$ cat config.mk
export PLATFORM = sky130hd
export DESIGN_NAME = uart_fifo_ctrl
export DESIGN_NICKNAME = d
export VERILOG_FILES = /design/src/rtl/uart_fifo_ctrl_pkg.sv /design/src/rtl/uart_fifo_ctrl_sync_fifo.sv /design/src/rtl/uart_fifo_ctrl.sv
export SDC_FILE = /design/constraint.sdc
export NUM_CORES = 1
export LEC_CHECK = 0
export ABC_AREA = 1
export CAP_MARGIN = 20
export CORE_ASPECT_RATIO = 1.75
export CORE_UTILIZATION = 34
export CTS_CLUSTER_DIAMETER = 100
export DETAILED_ROUTE_END_ITERATION = 16
export DONT_BUFFER_PORTS = 1
export GPL_ROUTABILITY_DRIVEN = 0
export GPL_TIMING_DRIVEN = 1
export HOLD_SLACK_MARGIN = 0.12
export PLACE_DENSITY = 0.48
export SLEW_MARGIN = 20
export SYNTH_ARGS = -nofsm -noshare
export SYNTH_HDL_FRONTEND = slang
export SYNTH_SLANG_ARGS = --single-unit
$ cat constraint.sdc
create_clock -name clk -period 1.9 [get_ports clk]
set_input_delay 0.095 -clock clk [delete_from_list [all_inputs] [get_ports clk]]
set_output_delay 0.095 -clock clk [all_outputs]
set_load 0.005 [all_outputs]
$ cat src/rtl/uart_fifo_ctrl_pkg.sv
// uart_fifo_ctrl_pkg: register map, STATUS/CTRL bit positions and TX FSM states for uart_fifo_ctrl.
package uart_fifo_ctrl_pkg;
  typedef enum logic [1:0] {ADDR_STATUS, ADDR_DATA, ADDR_CTRL, ADDR_LEVEL} addr_e;
  typedef enum logic [1:0] {TX_IDLE, TX_LAUNCH, TX_WAIT_END} tx_state_e;
  localparam logic READ = 1'b1;
  localparam int ST_RX_BUSY = 0;
  localparam int ST_TX_BUSY = 1;
  localparam int ST_RX_NEMPTY = 2;
  localparam int ST_TX_FULL = 3;
  localparam int ST_RX_OVF = 4;
  localparam int ST_TX_OVF = 5;
  localparam int CT_IE_RX = 0;
  localparam int CT_IE_TX = 1;
  localparam int CT_RX_FLUSH = 2;
  localparam int CT_TX_FLUSH = 3;
  localparam int CT_THRESH_LSB = 8;
  // A threshold of 0 behaves as 1 so an empty FIFO never raises irq_rx.
  function automatic logic [7:0] eff_thresh(input logic [7:0] t);
    return (t == 8'd0) ? 8'd1 : t;
  endfunction
endpackage

$ cat src/rtl/uart_fifo_ctrl_sync_fifo.sv
// uart_sync_fifo: single-clock FIFO with flush; push while full is accepted only alongside a pop.
module uart_sync_fifo #(
  parameter int WIDTH = 8,
  parameter int DEPTH = 8
) (
  input  logic                       clk,
  input  logic                       reset,
  input  logic                       push,
  input  logic                       pop,
  input  logic                       flush,
  input  logic [WIDTH-1:0]           din,
  output logic [WIDTH-1:0]           dout,
  output logic [$clog2(DEPTH):0]     count,
  output logic                       full,
  output logic                       empty
);
  localparam int AW = $clog2(DEPTH);
  localparam int CW = AW + 1;
  logic [WIDTH-1:0] r_mem [DEPTH];
  logic [AW-1:0] r_rd, r_wr;
  logic [CW-1:0] r_count;
  logic w_pop, w_push;
  assign empty = (r_count == '0);
  assign full = (r_count == CW'(DEPTH));
  assign w_pop = pop & !empty;
  assign w_push = push & (!full | w_pop);
  assign dout = r_mem[r_rd];
  assign count = r_count;
  always_ff @(posedge clk) begin
    if (w_push & !flush & !reset) r_mem[r_wr] <= din;
  end
  always_ff @(posedge clk) begin
    if (reset | flush) begin
      r_rd <= '0;
      r_wr <= '0;
      r_count <= '0;
    end else begin
      r_wr <= r_wr + AW'(w_push);
      r_rd <= r_rd + AW'(w_pop);
      r_count <= r_count + CW'(w_push) - CW'(w_pop);
    end
  end
endmodule

$ cat src/rtl/uart_fifo_ctrl.sv
// uart_fifo_ctrl: CPU bus register file with TX/RX FIFOs, overflow flags, levels and interrupts
// sitting between the bus and the uart_tx/uart_rx serialisers.
module uart_fifo_ctrl
  import uart_fifo_ctrl_pkg::*;
#(
  parameter int FIFO_DEPTH = 8,
  parameter logic [7:0] RX_THRESH_RST = 8'd1
) (
  input  logic        clk,
  input  logic        reset,
  input  logic        cs_,
  input  logic        as_,
  input  logic        rw,
  input  logic [1:0]  addr,
  input  logic [31:0] wr_data,
  output logic [31:0] rd_data,
  output logic        rdy_,
  output logic        irq_rx,
  output logic        irq_tx,
  input  logic        rx_busy,
  input  logic        rx_end,
  input  logic [7:0]  rx_data,
  input  logic        tx_busy,
  input  logic        tx_end,
  output logic        tx_start,
  output logic [7:0]  tx_data
);
  localparam int CW = $clog2(FIFO_DEPTH) + 1;
  tx_state_e r_state;
  logic [31:0] r_rd_data, w_rd_val;
  logic r_rdy_, r_irq_rx, r_irq_tx, r_tx_start;
  logic [7:0] r_tx_data, r_thresh;
  logic r_ie_rx, r_ie_tx, r_rx_ovf, r_tx_ovf;
  logic w_acc, w_rd, w_wr, w_unused;
  addr_e w_addr;
  logic w_rx_pop, w_rx_flush, w_rx_full, w_rx_empty;
  logic w_tx_push, w_tx_pop, w_tx_flush, w_tx_full, w_tx_empty;
  logic w_st_wr, w_ctrl_wr;
  logic [7:0] w_rx_dout, w_tx_dout;
  logic [CW-1:0] w_rx_count, w_tx_count;
  assign w_unused = ^wr_data[31:16];
  assign w_addr = addr_e'(addr);
  assign w_acc = !cs_ & !as_;
  assign w_rd = w_acc & (rw == READ);
  assign w_wr = w_acc & (rw != READ);
  assign w_st_wr = w_wr & (w_addr == ADDR_STATUS);
  assign w_ctrl_wr = w_wr & (w_addr == ADDR_CTRL);
  assign w_rx_pop = w_rd & (w_addr == ADDR_DATA) & !w_rx_empty;
  assign w_rx_flush = w_ctrl_wr & wr_data[CT_RX_FLUSH];
  assign w_tx_push = w_wr & (w_addr == ADDR_DATA);
  assign w_tx_flush = w_ctrl_wr & wr_data[CT_TX_FLUSH];
  assign w_tx_pop = (r_state == TX_IDLE) & !w_tx_empty & !tx_busy;
  uart_sync_fifo #(.WIDTH(8), .DEPTH(FIFO_DEPTH)) u_rx_fifo (
    .clk(clk), .reset(reset), .push(rx_end), .pop(w_rx_pop), .flush(w_rx_flush),
    .din(rx_data), .dout(w_rx_dout), .count(w_rx_count), .full(w_rx_full), .empty(w_rx_empty)
  );
  uart_sync_fifo #(.WIDTH(8), .DEPTH(FIFO_DEPTH)) u_tx_fifo (
    .clk(clk), .reset(reset), .push(w_tx_push), .pop(w_tx_pop), .flush(w_tx_flush),
    .din(wr_data[7:0]), .dout(w_tx_dout), .count(w_tx_count), .full(w_tx_full), .empty(w_tx_empty)
  );
  always_comb begin
    w_rd_val = '0;
    case (w_addr)
      ADDR_STATUS: w_rd_val = {26'd0, r_tx_ovf, r_rx_ovf, w_tx_full, !w_rx_empty,
                               tx_busy | (r_state != TX_IDLE), rx_busy};
      ADDR_DATA:   w_rd_val = {24'd0, w_rx_empty ? 8'd0 : w_rx_dout};
      ADDR_CTRL:   w_rd_val = {16'd0, r_thresh, 6'd0, r_ie_tx, r_ie_rx};
      default:     w_rd_val = {7'd0, 9'(w_tx_count), 7'd0, 9'(w_rx_count)};
    endcase
  end
  always_ff @(posedge clk) begin
    if (reset) begin
      r_rd_data <= '0;
      r_rdy_ <= 1'b1;
      r_ie_rx <= 1'b0;
      r_ie_tx <= 1'b0;
      r_thresh <= RX_THRESH_RST;
      r_rx_ovf <= 1'b0;
      r_tx_ovf <= 1'b0;
      r_irq_rx <= 1'b0;
      r_irq_tx <= 1'b0;
    end else begin
      r_rdy_ <= !w_acc;
      r_rd_data <= w_rd ? w_rd_val : '0;
      if (w_ctrl_wr) begin
        r_ie_rx <= wr_data[CT_IE_RX];
        r_ie_tx <= wr_data[CT_IE_TX];
        r_thresh <= wr_data[CT_THRESH_LSB +: 8];
      end
      // A new overflow in the same cycle as its W1C clear stays visible.
      r_rx_ovf <= (rx_end & w_rx_full & !w_rx_pop & !w_rx_flush) |
                  (r_rx_ovf & !(w_st_wr & wr_data[ST_RX_OVF]));
      r_tx_ovf <= (w_tx_push & w_tx_full & !w_tx_pop & !w_tx_flush) |
                  (r_tx_ovf & !(w_st_wr & wr_data[ST_TX_OVF]));
      r_irq_rx <= r_ie_rx & (9'(w_rx_count) >= {1'b0, eff_thresh(r_thresh)});
      r_irq_tx <= r_ie_tx & w_tx_empty & (r_state == TX_IDLE);
    end
  end
  always_ff @(posedge clk) begin
    if (reset) begin
      r_state <= TX_IDLE;
      r_tx_start <= 1'b0;
      r_tx_data <= '0;
    end else begin
      case (r_state)
        TX_IDLE: if (w_tx_pop) begin
          r_state <= TX_LAUNCH;
          r_tx_start <= 1'b1;
          r_tx_data <= w_tx_dout;
        end
        TX_LAUNCH: begin
          r_state <= TX_WAIT_END;
          r_tx_start <= 1'b0;
        end
        TX_WAIT_END: if (tx_end) r_state <= TX_IDLE;
        default: r_state <= TX_IDLE;
      endcase
    end
  end
  assign rd_data = r_rd_data;
  assign rdy_ = r_rdy_;
  assign irq_rx = r_irq_rx;
  assign irq_tx = r_irq_tx;
  assign tx_start = r_tx_start;
  assign tx_data = r_tx_data;
endmodule
Word level (Yosys, flattened, before mapping). Memories as Yosys holds them, arrays and structs flattened. A register that Yosys moved wholly into a read port is not among the register bits. Index checks and enable logic that the tools add are counted.

Logic and storage cells: 117. Memories kept: 2. Register bits: 70. Bits in latches: 0. Bits in writable memories: 128. ROM bits: 0.

Memories: u_rx_fifo.r_mem (depth 8, width 8, read ports 1, clocked after memory_dff 1, wr ports 1, line uart_fifo_ctrl_sync_fifo.sv:19) `logic [WIDTH-1:0] r_mem [DEPTH];`; u_tx_fifo.r_mem (depth 8, width 8, read ports 1, clocked after memory_dff 1, wr ports 1, line uart_fifo_ctrl_sync_fifo.sv:19).

Multiply operators: 0. Shift-type cells: 0. Reductions and logical operators: 26. Add/sub/neg operators: 8. Equal/unequal tests: 8. Divide/modulo/power cells: 0. Magnitude comparators: 1. Mux-type cells: 13. Bitwise gates (word level): 42.

Operators with widths (number): $pmux 20 s3 (1); $and 1x1->1 (33); $mux 8 (2); $logic_not 1->1 (15); $add 3x1->3 (4); $add 4x1->4 (2); $eq 4x4->1 const B (2); $ge 4x8->1 (1); $logic_not 4->1 (2); $logic_not 8->1 (1); $sub 4x1->4 (2); $or 1x1->1 (7); $pmux 2 s3 (1); $reduce_and 2->1 (3); $mux 1 (5); $eq 2x1->1 const B (2); $eq 2x2->1 const B (2); $logic_not 2->1 (2); $mux 2 (2); $reduce_bool 2->1 (2); $mux 3 (1); $ne 2x1->1 const B (1); $ne 2x2->1 const B (1); $not 1->1 (2); other kinds (2) (2).

Longest topological paths before layout. Gate-level depths: netlist (run 1).

Depth in word-level cells: 12. Gate-level depth with buffers: 12. Mapped depth without buffers: 12.

Hierarchy. From an unflattened synthesis (run 1), not the netlist that was laid out.

Cell total of the unflattened synthesis: 828. Area, all modules: 8176.6 µm².

Modules (own cells, without submodules): uart_sync_fifo (sequential area each 2122.0 µm², area each 3158.0 µm², cells each 295, times used 2); uart_fifo_ctrl (sequential area each 920.9 µm², area each 1860.5 µm², cells each 238, times used 1).

Least setup slack after synthesis (run 1). No wires, ideal clock.

Path kind: reg-to-reg. From: register u_tx_fifo.r_count[2] (netlist: u_tx_fifo.count[2]). To: register u_tx_fifo.r_count[2] (netlist: u_tx_fifo.count[2]). Buffers on the path: 0. Path slack: -0.238 ns. Data required time: 1.783 ns. Arrival time: 2.022 ns. Cell stages (with the launch flop): 13. Period minus slack after synthesis: 2.138 ns. Cell sequence: dfxtp_1 > inv_1 > ha_1 > nand3_1 > nand3_1 > clkinv_1 > ha_1 > inv_1 > ha_1 > inv_1 > fa_1 > xor2_1 > nor2_1.

Longest elaborated chain between the ends: 9. Elaborated cells on any way between the ends: 11. Those cells by class: 2 x add/sub; 1 x eq/ne; 5 x bitwise; 3 x reduce/logical.

RTL lines: start, declared (line uart_fifo_ctrl_sync_fifo.sv:21) `logic [CW-1:0] r_count;`; start signal, assigned (line uart_fifo_ctrl_sync_fifo.sv:40) `r_count <= r_count + CW'(w_push) - CW'(w_pop);`; $logic_not 4->1 (line uart_fifo_ctrl_sync_fifo.sv:23) `assign empty = (r_count == '0);`; $logic_not 1->1 (line uart_fifo_ctrl_sync_fifo.sv:25, uart_fifo_ctrl.sv:52); $and 1x1->1 (2 in series) (line uart_fifo_ctrl.sv:52) `assign w_tx_pop = (r_state == TX_IDLE) & !w_tx_empty & !tx_busy;`; $and 1x1->1 (line uart_fifo_ctrl_sync_fifo.sv:25) `assign w_pop = pop & !empty;`; $or 1x1->1 (line uart_fifo_ctrl_sync_fifo.sv:26) `assign w_push = push & (!full | w_pop);`; $and 1x1->1 (line uart_fifo_ctrl_sync_fifo.sv:26); $add 4x1->4 (line uart_fifo_ctrl_sync_fifo.sv:40); $sub 4x1->4 * (line uart_fifo_ctrl_sync_fifo.sv:40).

Mark *: on every way between the ends. The rest lies on a longest branch, timed or not. A chain may end at the register's enable or synchronous reset.

Worst setup path after layout (run 1).
From: register u_rx_fifo.r_count[2] (netlist: u_rx_fifo.count[2]). To: register u_rx_fifo.r_count[1] (netlist: u_rx_fifo.count[1]).

Longest elaborated chain between the ends: 8. Elaborated cells on any way between the ends: 10. Those cells by class: 2 x add/sub; 1 x eq/ne; 4 x bitwise; 3 x reduce/logical.

RTL lines: start, declared (line uart_fifo_ctrl_sync_fifo.sv:21); start signal, assigned (line uart_fifo_ctrl_sync_fifo.sv:40); $logic_not 4->1 (line uart_fifo_ctrl_sync_fifo.sv:23); $logic_not 1->1 (line uart_fifo_ctrl_sync_fifo.sv:25, uart_fifo_ctrl.sv:48); $and 1x1->1 (line uart_fifo_ctrl.sv:48) `assign w_rx_pop = w_rd & (w_addr == ADDR_DATA) & !w_rx_empty;`; $and 1x1->1 (line uart_fifo_ctrl_sync_fifo.sv:25); $or 1x1->1 (line uart_fifo_ctrl_sync_fifo.sv:26); $and 1x1->1 (line uart_fifo_ctrl_sync_fifo.sv:26); $add 4x1->4 (line uart_fifo_ctrl_sync_fifo.sv:40); $sub 4x1->4 * (line uart_fifo_ctrl_sync_fifo.sv:40).

Marked as above.

==> results of run 1 <==
-- tightest hold or removal path: stages --
cell,delay [ps]
inv_2,40
nand2_1,70
inv_1,90
nand2_1,100
a21oi_1,100
-- cell type report --
class / instances / area, um2
clock buffer: 17 / 425
clock inverter: 15 / 174
fill: 2246 / 13400
inverter: 69 / 272
multi-input combinational: 475 / 2590
sequential: 194 / 5170
tap: 304 / 380
timing repair buffer: 97 / 952
-- power breakdown --
group          internal [mW]  switching [mW]
combinational           1.08            1.48
clock                   1.87            1.72
sequential              4.71           0.138
-- per-layer routing --
layer / global-route usage / share of wire / vias to the layer above
met4: 0.0929 / 0.036 / 0
li1: - / - / 2731
met1: 0.168 / 0.35 / 2684
met5: 0 / 0 / -
met2: 0.348 / 0.58 / 120
met3: 0.0396 / 0.035 / 40
-- placed cells by master (no fill, tap or decap), drive strengths merged, types with 4 or more instances in the layout --
master / n
o21ai: 58
clkinv: 8
clkbuf: 17
dfxtp: 66
conb: 12
buf: 56
o22ai: 4
nor3: 14
ha: 24
nand2: 115
dlygate4sd3: 40
o211ai: 6
nor2: 132
nand3: 61
a21oi: 34
xnor2: 4
inv: 74
edfxtp: 128
-- state kept, by name, indices dropped and copies added, names as in the netlist, 4 cells and up --
register,flops
u_rx_fifo.r_mem,64
u_rx_fifo.count,4
tx_data,8
r_thresh,8
rd_data,20
u_tx_fifo.r_mem,64
u_tx_fifo.count,4
-- cell families after synthesis --
kind of cell    Yosys count  synth area share
compound gates          105            0.0689
flops                   194             0.642
simple gates            326             0.177
other cells               1          0.000466
fa+ha+maj                26            0.0423
buf+inv                 109            0.0628
xor+xnor                  6           0.00653
-- through the flow --
stage	hold WS, ps	setup slack [ps]	utilization
floorplan	194	-29.0	-
finish	127	-38.5	0.427
detailed placement	179	-75.9	0.375
global placement	178	-57.6	0.375
CTS	-231	-30.0	0.420
global route	141	-114	0.427
-- worst min-delay path by stage --
stage	depth (start not counted)	endpoint	slack (ps)
finish	5	rd_data[5]$_SDFF_PP0_	130
global route	5	rd_data[5]$_SDFF_PP0_	140
CTS	2	rdy_$_SDFF_PP1_	-230
detailed placement	1	r_rx_ovf$_SDFF_PP0_	180
global placement	1	r_rx_ovf$_SDFF_PP0_	180
floorplan	0	u_rx_fifo.r_mem[0][0]$_DFFE_PP_	190
-- timing repair --
item,CTS,global route
setup endpoints to repair,13,117
pin swaps,7,6
hold buffers,39,2
buffers inserted,4,6
hold endpoints to repair,192,5
gates resized for setup,8,27
==> run_results.csv, run 1 <==
group,metric,value,unit
outcome,status,"complete, but fails checks",
outcome,violations,"setup timing",
logic_synthesis,synth_flop_cell,"edfxtp_1",
logic_synthesis,synth_top_area_frac,0.478,
placement,place_area,0.00875,mm2
global_route,grt_antenna_before_repair,0,
finish,area_growth,23.8,%
timing,setup_viol,22,
worst_setup_path,reg2reg_from,"u_rx_fifo.count[2]$_SDFF_PP0_",
pwr,peakVddDrop,0.700,mV
min_path,min_from,"addr[0]",
routing,drt-initial-drc-count,324,
finish,nets,931,
timing,fmax,516,MHz
pwr,power.total,11.0,mW
global_route,grt_pass1_vias,5681,
floorplanning,core,0.0233,mm2
clock_tree,clock_latency,440,ps
clock_tree,cts_root_buffer,"clkbuf_16",
logic_synthesis,synth_top_cells_by_area,"edfxtp_1, dfxtp_1, nor2_1, nand2_1, ha_1",
clock_tree,cts_tree,"done",
routing,wirelength,20500,um
worst_setup_path,regToRegEndpoint,"u_rx_fifo.count[1]$_SDFF_PP0_",
timing,fin_setup_tns,-140,ps
clock_tree,clk_pin_slew,70,ps
floorplanning,die_x,118,um
worst_setup_path,required,2230,ps
worst_setup_path,cp-startpoint,"u_rx_fifo.count[2]$_SDFF_PP0_",
logic_synthesis,async_flop_share,0,
pwr,power_leakage,3.66,nW
worst_setup_path,crit_type,"flop to flop",
routing,dr.pass1.iters,4,
worst_setup_path,end_kind,"flop",
timing,period_needed,1940,ps
global_route,grt_pass1_wl,31200,um
placement,hpwl,14100,um
floorplanning,initial_core_util,0.345,
worst_setup_path,critPathMaxStageDelay,510,ps
worst_setup_path,cp.arrival,2270,ps
logic_synthesis,yosys.area.top_type,"edfxtp_1",
worst_setup_path,cp_max_fo,3,
logic_synthesis,syn-instance-count,767,
routing,drcViolationCount,0,
logic_synthesis,yosysWarnings,0,
run,max_cap_viol_count,0,
logic_synthesis,synth-edff-count,128,
timing,rsz0062_at_grt,"yes",
logic_synthesis,ys_ff_latch,194,
clock_tree,cts_buffers,17,
timing,slew_headroom,0.452,
logic_synthesis,synth_commonest_cells,"edfxtp_1, nor2_1, nand2_1",
routing,ant_nets,0,
global_route,grt_max_degree,34,
logic_synthesis,yosysUniqueCellTypes,36,
worst_setup_path,worst-path-buf-inv,3,
worst_setup_path,cp_top_family,"adder cells",
routing,via_per_inst,4.76,
min_path,hp-class,"input port to flop",
logic_synthesis,syn_area,0.00805,mm2
routing,via_count,5575,
timing,hold_viol,0,
worst_setup_path,path_depth,11,
floorplanning,rows,74,
logic_synthesis,ys_seq_area_frac,0.642,
finish,fin_cells,1171,
worst_setup_path,start_kind,"flop",
global_route,grt_overflow,0,
timing,drv_slew,0,
worst_setup_path,crit_path_frequent_cell,"ha_4",
global_route,grt_use_total,0.177,
timing,worstMarginPinSlew,819,ps
clock_tree,clock_path_buffers,2,
placement,portBuffers,0,
routing,wl_per_cell,17.5,um
worst_setup_path,r2r_cells,11,
finish,fin_area,0.00997,mm2
timing,period_share,1.02,
finish,diodes,0,
logic_synthesis,syn_avg_cell_area,10.5,um2
timing,worst_slack,-38.5,ps
placement,dp_cells,1088,
floorplanning,dieArea,0.0243,mm2
worst_setup_path,crit_path_top_delay_cell,"fa_2",
floorplanning,ioPinCount,95,
finish,drive_gt1_frac,0.173,
floorplanning,die_h,206,um
clock_tree,htree_levels,4,
worst_setup_path,cp-endpoint,"u_rx_fifo.count[1]$_SDFF_PP0_",
worst_setup_path,cp_cell_sequence,"inv_2 -> ha_4 -> nand2_2 -> nand2_2 -> nor2_4 -> ha_4 -> inv_4 -> ha_4 -> inv_2 -> fa_2 -> nor2_1",
timing,worst_clock_skew,7.88,ps
worst_setup_path,r2r_slack,-40,ps
logic_synthesis,yosysMostFrequentCell,"edfxtp_1",
pwr,p_per_area,1100,mW/mm2
clock_tree,cts.sinks,194,
Note: power is estimated with default switching activity, not from simulation.
==> run 2, diff against run 1 <==
--- a/config.mk
+++ b/config.mk
@@ -8,6 +8,7 @@
 export ABC_AREA = 1
 export CAP_MARGIN = 20
 export CORE_ASPECT_RATIO = 1.75
+export CORE_MARGIN = 2
 export CORE_UTILIZATION = 34
 export CTS_CLUSTER_DIAMETER = 100
 export DETAILED_ROUTE_END_ITERATION = 16
==> run 2 against run 1 <==
Net effect:
- the flow still finishes with violations (setup timing)
- first-iteration DRC count up 3.7%
- clock power up 1%
- design area up 0.20%
- maximum frequency about the same
- cell count unchanged
- sequential share of layout area down 0.12 points
- critical path type unchanged
==> run_results.csv, run 2 (synthesis results as in run 1) <==
group,metric,value,unit
outcome,status,"complete, but fails checks",
outcome,violations,"setup timing",
timing,worst_clock_skew,7.98,ps
clock_tree,htree_levels,4,
routing,dr.pass1.iters,4,
worst_setup_path,reg2reg_from,"u_rx_fifo.count[2]$_SDFF_PP0_",
timing,drv_slew,0,
global_route,grt_pass1_wl,31200,um
clock_tree,cts_buffers,17,
worst_setup_path,r2r_slack,-40,ps
global_route,grt_use_total,0.170,
floorplanning,core,0.0233,mm2
timing,slew_headroom,0.475,
pwr,p_per_area,1120,mW/mm2
placement,portBuffers,0,
worst_setup_path,start_kind,"flop",
finish,nets,932,
floorplanning,dieArea,0.0250,mm2
finish,area_growth,24.1,%
finish,layout_commonest_cell,"edfxtp_1",
finish,fin_area,0.00999,mm2
routing,drt-initial-drc-count,336,
timing,hold_viol,0,
timing,worstMarginPinSlew,787,ps
timing,setup_viol,39,
floorplanning,initial_core_util,0.345,
worst_setup_path,r2r_cells,11,
min_path,min_from,"tx_busy",
floorplanning,ioPinCount,95,
timing,worst_slack,-38.8,ps
finish,layout_common_cells,"edfxtp_1, nor2_1, nand2_1",
worst_setup_path,cp_max_fo,3,
clock_tree,clock_latency,450,ps
clock_tree,cts_tree,"done",
floorplanning,die_h,208,um
timing,rsz0062_at_grt,"yes",
finish,fin_cells,1171,
placement,dp_cells,1088,
worst_setup_path,end_kind,"flop",
worst_setup_path,required,2240,ps
global_route,grt_overflow,0,
timing,fin_hold_ws,133,ps
worst_setup_path,cp_cell_sequence,"inv_2 -> ha_4 -> nand2_2 -> nand2_2 -> nor2_4 -> ha_4 -> inv_4 -> ha_4 -> inv_2 -> fa_2 -> nor2_1",
global_route,grt_max_degree,33,
worst_setup_path,crit_path_frequent_cell,"ha_4",
routing,wirelength,20400,um
worst_setup_path,regToRegEndpoint,"u_rx_fifo.count[1]$_SDFF_PP0_",
routing,wl_per_cell,17.4,um
min_path,hp-class,"input port to flop",
min_path,whs_path_depth,5,
clock_tree,cts.sinks,194,
pwr,power_leakage,3.67,nW
routing,ant_nets,0,
pwr,peakVddDrop,0.872,mV
routing,via_per_inst,4.75,
pwr,power.total,11.1,mW
placement,hpwl,14300,um
global_route,grt_antenna_before_repair,0,
floorplanning,rows,74,
timing,period_needed,1940,ps
floorplanning,die_x,120,um
timing,period_share,1.02,
finish,diodes,0,
finish,drive_gt1_frac,0.172,
routing,drcViolationCount,0,
global_route,grt_pass1_vias,5566,
placement,place_area,0.00876,mm2
run,max_cap_viol_count,0,
clock_tree,cts_root_buffer,"clkbuf_16",
worst_setup_path,crit_path_top_delay_cell,"fa_2",
routing,via_count,5563,
worst_setup_path,cp.arrival,2280,ps
timing,fmax,516,MHz
min_path,min_to,"r_tx_ovf$_SDFF_PP0_",
worst_setup_path,critPathMaxStageDelay,510,ps
timing,fin_setup_tns,-309,ps
clock_tree,clock_path_buffers,2,
clock_tree,clk_pin_slew,70,ps
worst_setup_path,crit_type,"flop to flop",
[run 2: how the worst max path moves through the flow]
stage,cells past startpoint,slack (ps),endpoint,start
floorplan,11,-30,u_rx_fifo.count[1]$_SDFF_PP0_,u_rx_fifo.count[2]$_SDFF_PP0_
global placement,11,-60,u_rx_fifo.count[1]$_SDFF_PP0_,u_rx_fifo.count[2]$_SDFF_PP0_
detailed placement,11,-90,u_rx_fifo.count[1]$_SDFF_PP0_,u_rx_fifo.count[2]$_SDFF_PP0_
CTS,11,-10,u_rx_fifo.r_mem[4][6]$_DFFE_PP_,u_rx_fifo.count[2]$_SDFF_PP0_
global route,11,-110,u_rx_fifo.r_mem[5][6]$_DFFE_PP_,u_rx_fifo.count[2]$_SDFF_PP0_
finish,11,-40,u_rx_fifo.count[1]$_SDFF_PP0_,u_rx_fifo.count[2]$_SDFF_PP0_
[run 2: through the flow]
| stage | utilization | worst slack [ps] |
|---|---|---|
| after floorplan | - | -29.0 |
| after global placement | 0.376 | -57.3 |
| after detailed placement | 0.376 | -88.2 |
| after CTS | 0.422 | -13.8 |
| after global routing | 0.428 | -112 |
| final | 0.428 | -38.8 |
[run 2: worst max-delay path, delay by kind of cell (launching register included)]
family	cells	cell delay [ps]
flip-flops	1	340
buffers and inverters	3	150
adder cells (fa/ha/maj)	4	1020
AND/OR/NAND/NOR	4	320
[run 2: report_power, final]
part	total [mW]	switching [mW]	internal, mW	leakage [nW]
Combinational	2.66	1.51	1.15	1.70
Clock	3.63	1.65	1.98	0.286
Sequential	4.86	0.145	4.71	1.69
[run 2: layout make-up]
class	count	area [um2]
inverters	69	267
well taps	304	380
flip-flops and latches	194	5170
clock buffers	17	425
clock inverters	14	168
fillers	2232	13300
multi-input cells	475	2600
repair buffers	98	978
[run 2: metal layers]
layer | GRT usage | share of wire | vias up
met4 | 0.0898 | 0.040 | 0
met3 | 0.0360 | 0.040 | 39
li1 | - | - | 2725
met1 | 0.167 | 0.35 | 2670
met5 | 0 | 0 | -
met2 | 0.326 | 0.57 | 129
[run 2: what timing repair did]
item | 4_1_cts | 5_1_grt
pin swaps | 5 | 8
hold buffers | 42 | 0
setup endpoints to repair | 6 | 122
gates resized for setup | 6 | 24
hold endpoints to repair | 192 | 0
setup buffers | 5 | 6
==> run 3, diff against run 2 <==
--- a/config.mk
+++ b/config.mk
@@ -17,6 +17,7 @@
 export GPL_TIMING_DRIVEN = 1
 export HOLD_SLACK_MARGIN = 0.12
 export PLACE_DENSITY = 0.48
+export SKIP_CTS_REPAIR_TIMING = 1
 export SLEW_MARGIN = 20
 export SYNTH_ARGS = -nofsm -noshare
 export SYNTH_HDL_FRONTEND = slang
==> run 3 against run 2 <==
Net effect:
- maximum frequency is 0.55% higher
- the run ends with hold timing, setup timing left
- die area stayed put
- first-iteration DRC count is 0.30% lower
- sequential cell count stayed put
- count of clock-buffer cells in the layout stayed put
- critical path type unchanged
- setup slack better by 11 ps
- critical endpoint unchanged
- clock power hardly changed
- sequential share of layout area is 0.60 points higher
- routed wire length is 0.70% lower
- largest power group unchanged
==> run_results.csv, run 3 (synthesis results as in run 1) <==
group,metric,value,unit
worst_setup_path,reg2reg_from,"u_rx_fifo.count[3]$_SDFF_PP0_",
global_route,grt_pass1_wl,30000,um
placement,hpwl,14300,um
global_route,grt_max_degree,33,
min_path,min_from,"cs_",
routing,via_per_inst,4.74,
pwr,swShare,0.297,
finish,fin_cells,1164,
clock_tree,clock_latency,450,ps
floorplanning,die_h,208,um
floorplanning,ioPinCount,95,
pwr,p_seq_frac,0.440,
pwr,p_sw,3.29,mW
global_route,grt_overflow,0,
timing,drv_slew,0,
routing,drcViolationCount,0,
finish,fin_area,0.00987,mm2
timing,worstMarginPinSlew,852,ps
timing,period_share,1.01,
timing,slew_headroom,0.430,
pwr,clock_power_share,0.329,
worst_setup_path,crit_type,"flop to flop",
timing,fin_hold_ws,-218,ps
clock_tree,clk_pin_slew,70,ps
global_route,grt_antenna_before_repair,1,
placement,place_area,0.00876,mm2
floorplanning,dieArea,0.0250,mm2
min_path,min_to,"rdy_$_SDFF_PP1_",
floorplanning,die_x,120,um
routing,dr.pass1.iters,4,
clock_tree,cts_buffers,17,
clock_tree,cts.sinks,194,
min_path,whs_path_depth,2,
timing,fmax,519,MHz
pwr,power_leakage,3.62,nW
pwr,peakVddDrop,0.873,mV
pwr,p_per_area,1120,mW/mm2
pwr,combinationalPowerShare,0.231,
worst_setup_path,r2r_slack,-30,ps
routing,via_count,5513,
worst_setup_path,required,2240,ps
finish,nets,924,
timing,period_needed,1930,ps
worst_setup_path,cp.arrival,2270,ps
routing,ant_nets,0,
finish,area_growth,22.7,%
finish,layout_commonest_cell,"edfxtp_1",
timing,setup_viol,2,
timing,worst_clock_skew,8.96,ps
finish,layout_common_cells,"edfxtp_1, nor2_1, nand2_1",
worst_setup_path,r2r_cells,11,
global_route,grt_use_total,0.165,
pwr,p_int,7.77,mW
timing,worst_slack,-28.2,ps
floorplanning,initial_core_util,0.345,
clock_tree,clock_path_buffers,2,
placement,portBuffers,0,
routing,wirelength,20200,um
clock_tree,cts_tree,"done",
finish,drive_gt1_frac,0.171,
outcome,violations,"hold timing, setup timing",
timing,rsz0062_at_grt,"yes",
worst_setup_path,cp_max_fo,3,
placement,dp_cells,1088,
floorplanning,rows,74,
worst_setup_path,start_kind,"flop",
clock_tree,htree_levels,4,
timing,hold_viol,1,
clock_tree,cts_root_buffer,"clkbuf_16",
routing,wl_per_cell,17.4,um
worst_setup_path,regToRegEndpoint,"u_rx_fifo.count[1]$_SDFF_PP0_",
worst_setup_path,end_kind,"flop",
routing,drt-initial-drc-count,335,
run,max_cap_viol_count,0,
global_route,grt_pass1_vias,5344,
floorplanning,core,0.0233,mm2
outcome,status,"complete, but fails checks",
min_path,hp-class,"input port to flop",
## run 3: worst max-delay path, cell delays in order, from the launching register on
cell and delay [ps]:
dfxtp_2 340, inv_2 40, ha_4 160, nand2_4 70, nand2_4 50, nor2_4 130, ha_4 220, inv_2 50
ha_2 170, inv_2 40, fa_2 510, nor2_1 40
## run 3: layer usage
layer  GRT usage  vias to the layer above  wire (um)
li1            -                     2714          -
met1       0.158                     2667       7190
met2       0.317                       98      11800
met3      0.0420                       34        629
met4      0.0794                        0        608
met5           0                        -          0
## run 3: how the worst max path moves through the flow
stage | slack (ps) | start | depth (start not counted) | to
finish | -30 | u_rx_fifo.count[3]$_SDFF_PP0_ | 11 | u_rx_fifo.count[1]$_SDFF_PP0_
CTS | -110 | u_rx_fifo.count[2]$_SDFF_PP0_ | 12 | u_rx_fifo.count[2]$_SDFF_PP0_
global placement | -60 | u_rx_fifo.count[2]$_SDFF_PP0_ | 11 | u_rx_fifo.count[1]$_SDFF_PP0_
floorplan | -30 | u_rx_fifo.count[2]$_SDFF_PP0_ | 11 | u_rx_fifo.count[1]$_SDFF_PP0_
detailed placement | -90 | u_rx_fifo.count[2]$_SDFF_PP0_ | 11 | u_rx_fifo.count[1]$_SDFF_PP0_
global route | -90 | u_rx_fifo.count[2]$_SDFF_PP0_ | 11 | u_rx_fifo.count[1]$_SDFF_PP0_
## run 3: final cells by class
cell class / count / area, um2
multi-input combinational: 475 / 2570
tap: 304 / 380
clock inverter: 14 / 168
fill: 2246 / 13500
timing repair buffer: 90 / 888
inverter: 69 / 267
clock buffer: 17 / 425
antenna: 1 / 2.50
sequential: 194 / 5170
## run 3: power by group through the flow
stage	logic, mW	clock network (mW)	registers, mW
after CTS	2.30	3.72	4.86
after global routing	2.87	3.88	4.89
after global placement	2.21	0	4.95
after detailed placement	2.29	0	4.95
after floorplan	1.56	0	4.92
final	2.56	3.64	4.86
## run 3: through the flow
stage          setup WS [ps]  utilization  power [mW]  setup TNS (ps)
3_3_place_gp           -57.3        0.376        7.16            -113
5_1_grt                -89.0        0.423        11.6           -5010
4_1_cts                 -107        0.401        10.9            -306
2_1_floorplan          -29.0            -        6.48           -42.2
6_report               -28.2        0.423        11.1           -44.6
3_5_place_dp           -88.2        0.376        7.24            -221
